## src/rtl/imm_pkg.sv

```systemverilog
// Shared constants, types and helpers for the immediate encoder.
// Holds the direct (single-cycle) encodings and the 32-bit rotate used by the rotated-imm search.
package imm_pkg;

    localparam int unsigned VALUE_W = 32;
    localparam int unsigned FIELD_W = 24;
    localparam int unsigned ROT_W   = 4;

    localparam logic [ROT_W-1:0] ROT_LAST = 4'd15;

    localparam logic [1:0] IMM8   = 2'b00;
    localparam logic [1:0] IMM12  = 2'b01;
    localparam logic [1:0] BRANCH = 2'b10;
    localparam logic [1:0] ROT8   = 2'b11;

    typedef enum logic [1:0] {
        IDLE,
        SEARCH,
        DONE
    } state_e;

    typedef struct packed {
        logic               ok;
        logic [FIELD_W-1:0] x;
    } imm_result_t;

    function automatic logic [VALUE_W-1:0] rol32(input logic [VALUE_W-1:0] v,
                                                 input logic [4:0]         amt);
        logic [2*VALUE_W-1:0] t;
        t = {v, v} << amt;
        return t[2*VALUE_W-1:VALUE_W];
    endfunction

    // Encodings for the modes that resolve in a single step; unencodable gives all zeros.
    function automatic imm_result_t encode_direct(input logic [1:0]         mode,
                                                  input logic [VALUE_W-1:0] v);
        imm_result_t res;
        res = '0;
        case (mode)
            IMM8: begin
                if (v[31:8] == 24'd0) begin
                    res.ok = 1'b1;
                    res.x  = {16'd0, v[7:0]};
                end
            end
            IMM12: begin
                if (v[31:12] == 20'd0) begin
                    res.ok = 1'b1;
                    res.x  = {12'd0, v[11:0]};
                end
            end
            BRANCH: begin
                if ((v[1:0] == 2'b00) && ((&v[31:25]) || !(|v[31:25]))) begin
                    res.ok = 1'b1;
                    res.x  = v[25:2];
                end
            end
            default: res = '0;
        endcase
        return res;
    endfunction

endpackage

```

## src/rtl/imm_rot_match.sv

```systemverilog
// Combinational check of one rotation candidate: rotate left by 2*r and test
// that the result fits in the low byte.
module imm_rot_match
    import imm_pkg::*;
(
    input  logic [VALUE_W-1:0] value,
    input  logic [ROT_W-1:0]   r,
    output logic               match,
    output logic [7:0]         imm8
);

    logic [VALUE_W-1:0] rotated;

    always_comb begin
        rotated = rol32(value, {r, 1'b0});
        match   = (rotated[31:8] == 24'd0);
        imm8    = rotated[7:0];
    end

endmodule

```

## src/rtl/imm_encoder.sv

```systemverilog
// Immediate encoder: turns a 32-bit constant into the instruction immediate field for the
// selected mode; rotated-imm mode walks one even rotation per clock, smallest first.
module imm_encoder
    import imm_pkg::*;
(
    input  logic               clk,
    input  logic               reset_n,
    input  logic               in_valid,
    output logic               in_ready,
    input  logic [VALUE_W-1:0] value,
    input  logic [1:0]         ImmSrc,
    output logic               out_valid,
    input  logic               out_ready,
    output logic [FIELD_W-1:0] x,
    output logic               ok
);

    state_e             state_q, state_d;
    logic [ROT_W-1:0]   rot_q, rot_d;
    logic [VALUE_W-1:0] value_q, value_d;
    logic [FIELD_W-1:0] x_q, x_d;
    logic               ok_q, ok_d;

    logic               rot_match;
    logic [7:0]         rot_imm8;
    imm_result_t        direct;

    imm_rot_match u_rot_match (
        .value (value_q),
        .r     (rot_q),
        .match (rot_match),
        .imm8  (rot_imm8)
    );

    always_comb begin
        direct = encode_direct(ImmSrc, value);
    end

    always_comb begin
        state_d = state_q;
        rot_d   = rot_q;
        value_d = value_q;
        x_d     = x_q;
        ok_d    = ok_q;

        unique case (state_q)
            IDLE: begin
                if (in_valid) begin
                    value_d = value;
                    rot_d   = '0;
                    if (ImmSrc == ROT8) begin
                        x_d     = '0;
                        ok_d    = 1'b0;
                        state_d = SEARCH;
                    end else begin
                        x_d     = direct.x;
                        ok_d    = direct.ok;
                        state_d = DONE;
                    end
                end
            end
            SEARCH: begin
                if (rot_match) begin
                    x_d     = {12'd0, rot_q, rot_imm8};
                    ok_d    = 1'b1;
                    state_d = DONE;
                end else if (rot_q == ROT_LAST) begin
                    // Last candidate failed; counter stops here rather than wrapping.
                    x_d     = '0;
                    ok_d    = 1'b0;
                    state_d = DONE;
                end else begin
                    rot_d = rot_q + 4'd1;
                end
            end
            DONE: begin
                if (out_ready) begin
                    state_d = IDLE;
                end
            end
            default: state_d = IDLE;
        endcase
    end

    always_ff @(posedge clk or negedge reset_n) begin
        if (!reset_n) begin
            state_q <= IDLE;
            rot_q   <= '0;
            value_q <= '0;
            x_q     <= '0;
            ok_q    <= 1'b0;
        end else begin
            state_q <= state_d;
            rot_q   <= rot_d;
            value_q <= value_d;
            x_q     <= x_d;
            ok_q    <= ok_d;
        end
    end

    assign in_ready  = (state_q == IDLE);
    assign out_valid = (state_q == DONE);
    assign x         = x_q;
    assign ok        = ok_q;

endmodule

```

## config.mk

```make
export PLATFORM = sky130hd
export DESIGN_NAME = imm_encoder
export DESIGN_NICKNAME = d
export VERILOG_FILES = /design/src/rtl/imm_pkg.sv /design/src/rtl/imm_rot_match.sv /design/src/rtl/imm_encoder.sv
export SDC_FILE = /design/constraint.sdc
export NUM_CORES = 1
export LEC_CHECK = 0
export BUFFER_PORTS_ARGS = -buffer_cell sky130_fd_sc_hd__buf_2
export CAP_MARGIN = 20
export CORE_MARGIN = 2
export CORE_UTILIZATION = 50
export CTS_CLUSTER_DIAMETER = 60
export CTS_CLUSTER_SIZE = 30
export DETAILED_ROUTE_END_ITERATION = 6
export GPL_TIMING_DRIVEN = 0
export PLACE_DENSITY = 0.69
export SETUP_SLACK_MARGIN = 0.02
export SYNTH_ARGS = -nofsm -noshare
export SYNTH_HDL_FRONTEND = slang
export SYNTH_HIERARCHICAL = 1
export SYNTH_SLANG_ARGS = --single-unit
```

## constraint.sdc

```tcl
create_clock -name clk -period 5.7 [get_ports clk]
set_clock_uncertainty 0.2 [all_clocks]
set_input_delay 0.285 -clock clk [delete_from_list [all_inputs] [get_ports clk]]
set_output_delay 0.285 -clock clk [all_outputs]
set_load 0.1 [all_outputs]
```

==> flow_metrics.env <==
export IMPL_status="finished, final reports clean"
export IMPL_hold_viol=0
export IMPL_start_kind="flip-flop"
export IMPL_grt_pass1_vias=4084
export IMPL_finalSetupViolations=0
export IMPL_cp_arrival_ns=4.48
export IMPL_pre_cts_slack_ns=1.33
export IMPL_cp_cell_sequence="buf_2, inv_2, buf_1, mux2i_1, o2111ai_1, a311o_1, a2111oi_2, a311o_1, nand2_1, clkbuf_1, a22oi_1, o21ai_1"
export IMPL_synth_avg_cell_area_um2=8.98
export IMPL_path_delay_family="compound AO/OA/AOI/OAI gates"
export IMPL_critPathBufInv=4
export IMPL_crit_fanout=10
export IMPL_grt_total_usage=0.332
export IMPL_drc=0
export IMPL_antenna_found_initial=0
export IMPL_fin_crit_sh=0.781
export IMPL_synth_edf_count=0
export IMPL_final_layout_size_suffix_gt1_frac=0.237
export IMPL_antenna_cells=0
export IMPL_drt_initial_drc_count=353
export IMPL_antenna_left=0
export IMPL_synth_area_top_cells="dfrtp_1 (38%), nand2_1 (9.5%), mux2_2 (5.7%), mux4_2 (4.9%), mux2i_1 (4.3%)"
export IMPL_synth_net_count=502
export IMPL_maxCapViolCount=0
export IMPL_post_drt_wl_per_cell_um=21.3
export IMPL_reg2reg_depth=12
export IMPL_period_minus_slack_ns=4.45
export IMPL_path_class="reg -> reg"
export IMPL_cp_common_cell="a311o_1"
export IMPL_layout_setup_ws_ns=1.25
export IMPL_clock_sinks=63
export IMPL_max_vdd_ir_drop_mv=0.485
export IMPL_grt_max_degree=38
export IMPL_chipWidth_um=95.2
export IMPL_cts_htree_levels=3
export IMPL_root_buffer="clkbuf_8"
export IMPL_cp_required_ns=5.72
export IMPL_synth_distinct_cells=58
export IMPL_synth_warnings=6
export IMPL_layout_nets=599
export IMPL_cpPeakStageDelay_ns=0.61
export IMPL_ios=65
export IMPL_viasPerCell=6.37
export IMPL_layout_commonest_cell="nand2_1"
export IMPL_synth_area_mm2=0.00416
export IMPL_path_clk_slew_ns=0.08
export IMPL_cts_tree="yes"
export IMPL_grt_overflow=0
export IMPL_worstMarginPinSlew_ns=0.723
export IMPL_die_area_mm2=0.00906
export IMPL_fin_cells=670
export IMPL_area_delta_synth_final_pct=21.4
export IMPL_routabilityCongestion=0.968
export IMPL_synth_ff_type="dfrtp_1"
export IMPL_tns_ns=0
export IMPL_ys_ff_latch=63
export IMPL_fmax_ghz=0.225
export IMPL_crit_slowest_cell="a2111oi_2"
export IMPL_hpwl_um=10400
export IMPL_clockBufferDepth=2
export IMPL_portBuffers=64
export IMPL_rows=33
export IMPL_cts_buffers=9
export IMPL_worst_setup_path_end_kind="flip-flop"
export IMPL_p_leak_nw=2.28
export IMPL_hold_class="in -> reg"
export IMPL_grt_pass1_wl_um=22400
export IMPL_clock_latency_ns=0.34
export IMPL_cts_resized=0
export IMPL_rsz0062_at_grt="false"
export IMPL_p_per_area_mw_per_mm2=431
export IMPL_drt_total_wl_um=14300
export IMPL_synth_top_area_frac=0.379
export IMPL_synth_top_area_cell="dfrtp_1"
export IMPL_netlist_instances=463
export IMPL_worst_path_stages=12
export IMPL_yosysSeqAreaShare=0.379
export IMPL_route_vias_total=4267
export IMPL_core_area_mm2=0.00813
export IMPL_max_slew_margin=0.518
export IMPL_ys_async_sr_fraction=1.00
export IMPL_die_h_um=95.2
export IMPL_dr_pass1_iters=5
export IMPL_most_common_layout_cells="nand2_1 (105), buf_2 (72), dfrtp_1 (63)"
export IMPL_whs_path_depth=3
export IMPL_drv_slew=0
export IMPL_start_util=0.511
export IMPL_dp_cells=633
==> routing by layer <==
metal,global-route usage,share of wire,up-vias
met1,0.456,0.42,2085
li1,-,-,1910
met4,0.146,0.034,0
met2,0.527,0.47,231
met5,0,0,-
met3,0.0427,0.073,41
==> logic make-up after synthesis <==
kind of cell             count (synthesis)  synth area share
AO/OA/AOI/OAI                          122             0.205
XOR/XNOR                                 2           0.00421
adder cells (fa/ha/maj)                  1           0.00301
buffers and inverters                   32            0.0412
flip-flops                              63             0.379
multiplexers                            50             0.155
AND/OR/NAND/NOR                        193             0.212
==> worst min-delay path, delay by kind of cell <==
family	cells	cell delay, ns
and+or+nand+nor	1	0.09
buffers and inverters	1	0.07
AOI/OAI and AO/OA	1	0.05
==> final timing paths <==
| kind | startpoint | end | slack [ns] |
|---|---|---|---|
| max reg2reg | rot_q[1] | x[4] | 1.25 |
| min | out_ready | state_q[1] | 0.01 |
| min reg2reg | x[23] | x[23] | 0.31 |
| max | rot_q[1] | x[4] | 1.25 |
| min in group asynchronous | reset_n | x[17] | 0.30 |
| max in group asynchronous | reset_n | value_q[3] | 4.38 |
==> timing repair <==
action                    4_1_cts  5_1_grt
hold endpoints to repair       48        0
hold buffers                   21        0
buffers inserted                0        0
==> registers in the layout (all words and copies together), names as in the netlist <==
signal,cells
value_q,32
x,24
rot_q,4
state_q,2
ok,1
==> synthesized netlist by cell type, types with 3 or more instances <==
cell / count
a2111oi_0: 3
a211oi_1: 6
a21oi_1: 19
a22o_1: 12
a22oi_1: 24
a31oi_1: 3
and2_1: 3
buf_2: 8
buf_6: 3
clkbuf_1: 14
dfrtp_1: 63
mux2_2: 21
mux2i_1: 18
mux4_2: 9
nand2_1: 105
nand2b_1: 5
nand3_1: 5
nor2_1: 31
nor2b_1: 5
nor3_1: 16
nor4_1: 6
nor4b_1: 3
o21ai_0: 23
o21ai_1: 13
or4_1: 3
==> stage by stage <==
step | total power [W] | utilization | hold WS (ns) | area (um^2)
after global placement | 0.00172 | 0.567 | 0.287 | 4610
after CTS | 0.00215 | 0.621 | 0.0000943 | 5050
after floorplan | 0.00140 | - | -0.211 | 4160
after global routing | 0.00229 | 0.621 | 0.00963 | 5050
final | 0.00218 | 0.621 | 0.0102 | 5050
after detailed placement | 0.00173 | 0.569 | 0.132 | 4630
==> report_power, final <==
group	switching (W)	internal (W)
sequential	0.000270	0.000564
clock	0.000183	0.000225
combinational	0.000571	0.000364
==> area by class of cell <==
type | count | area, um^2
buffer | 30 | 164
clock buffer | 11 | 151
clock inverter | 5 | 56.3
fill | 704 | 3090
inverter | 2 | 7.51
multi-input combinational | 368 | 2410
sequential | 63 | 1580
tap | 105 | 131
timing repair buffer | 86 | 551
Note: power is estimated with default switching activity, not from simulation.
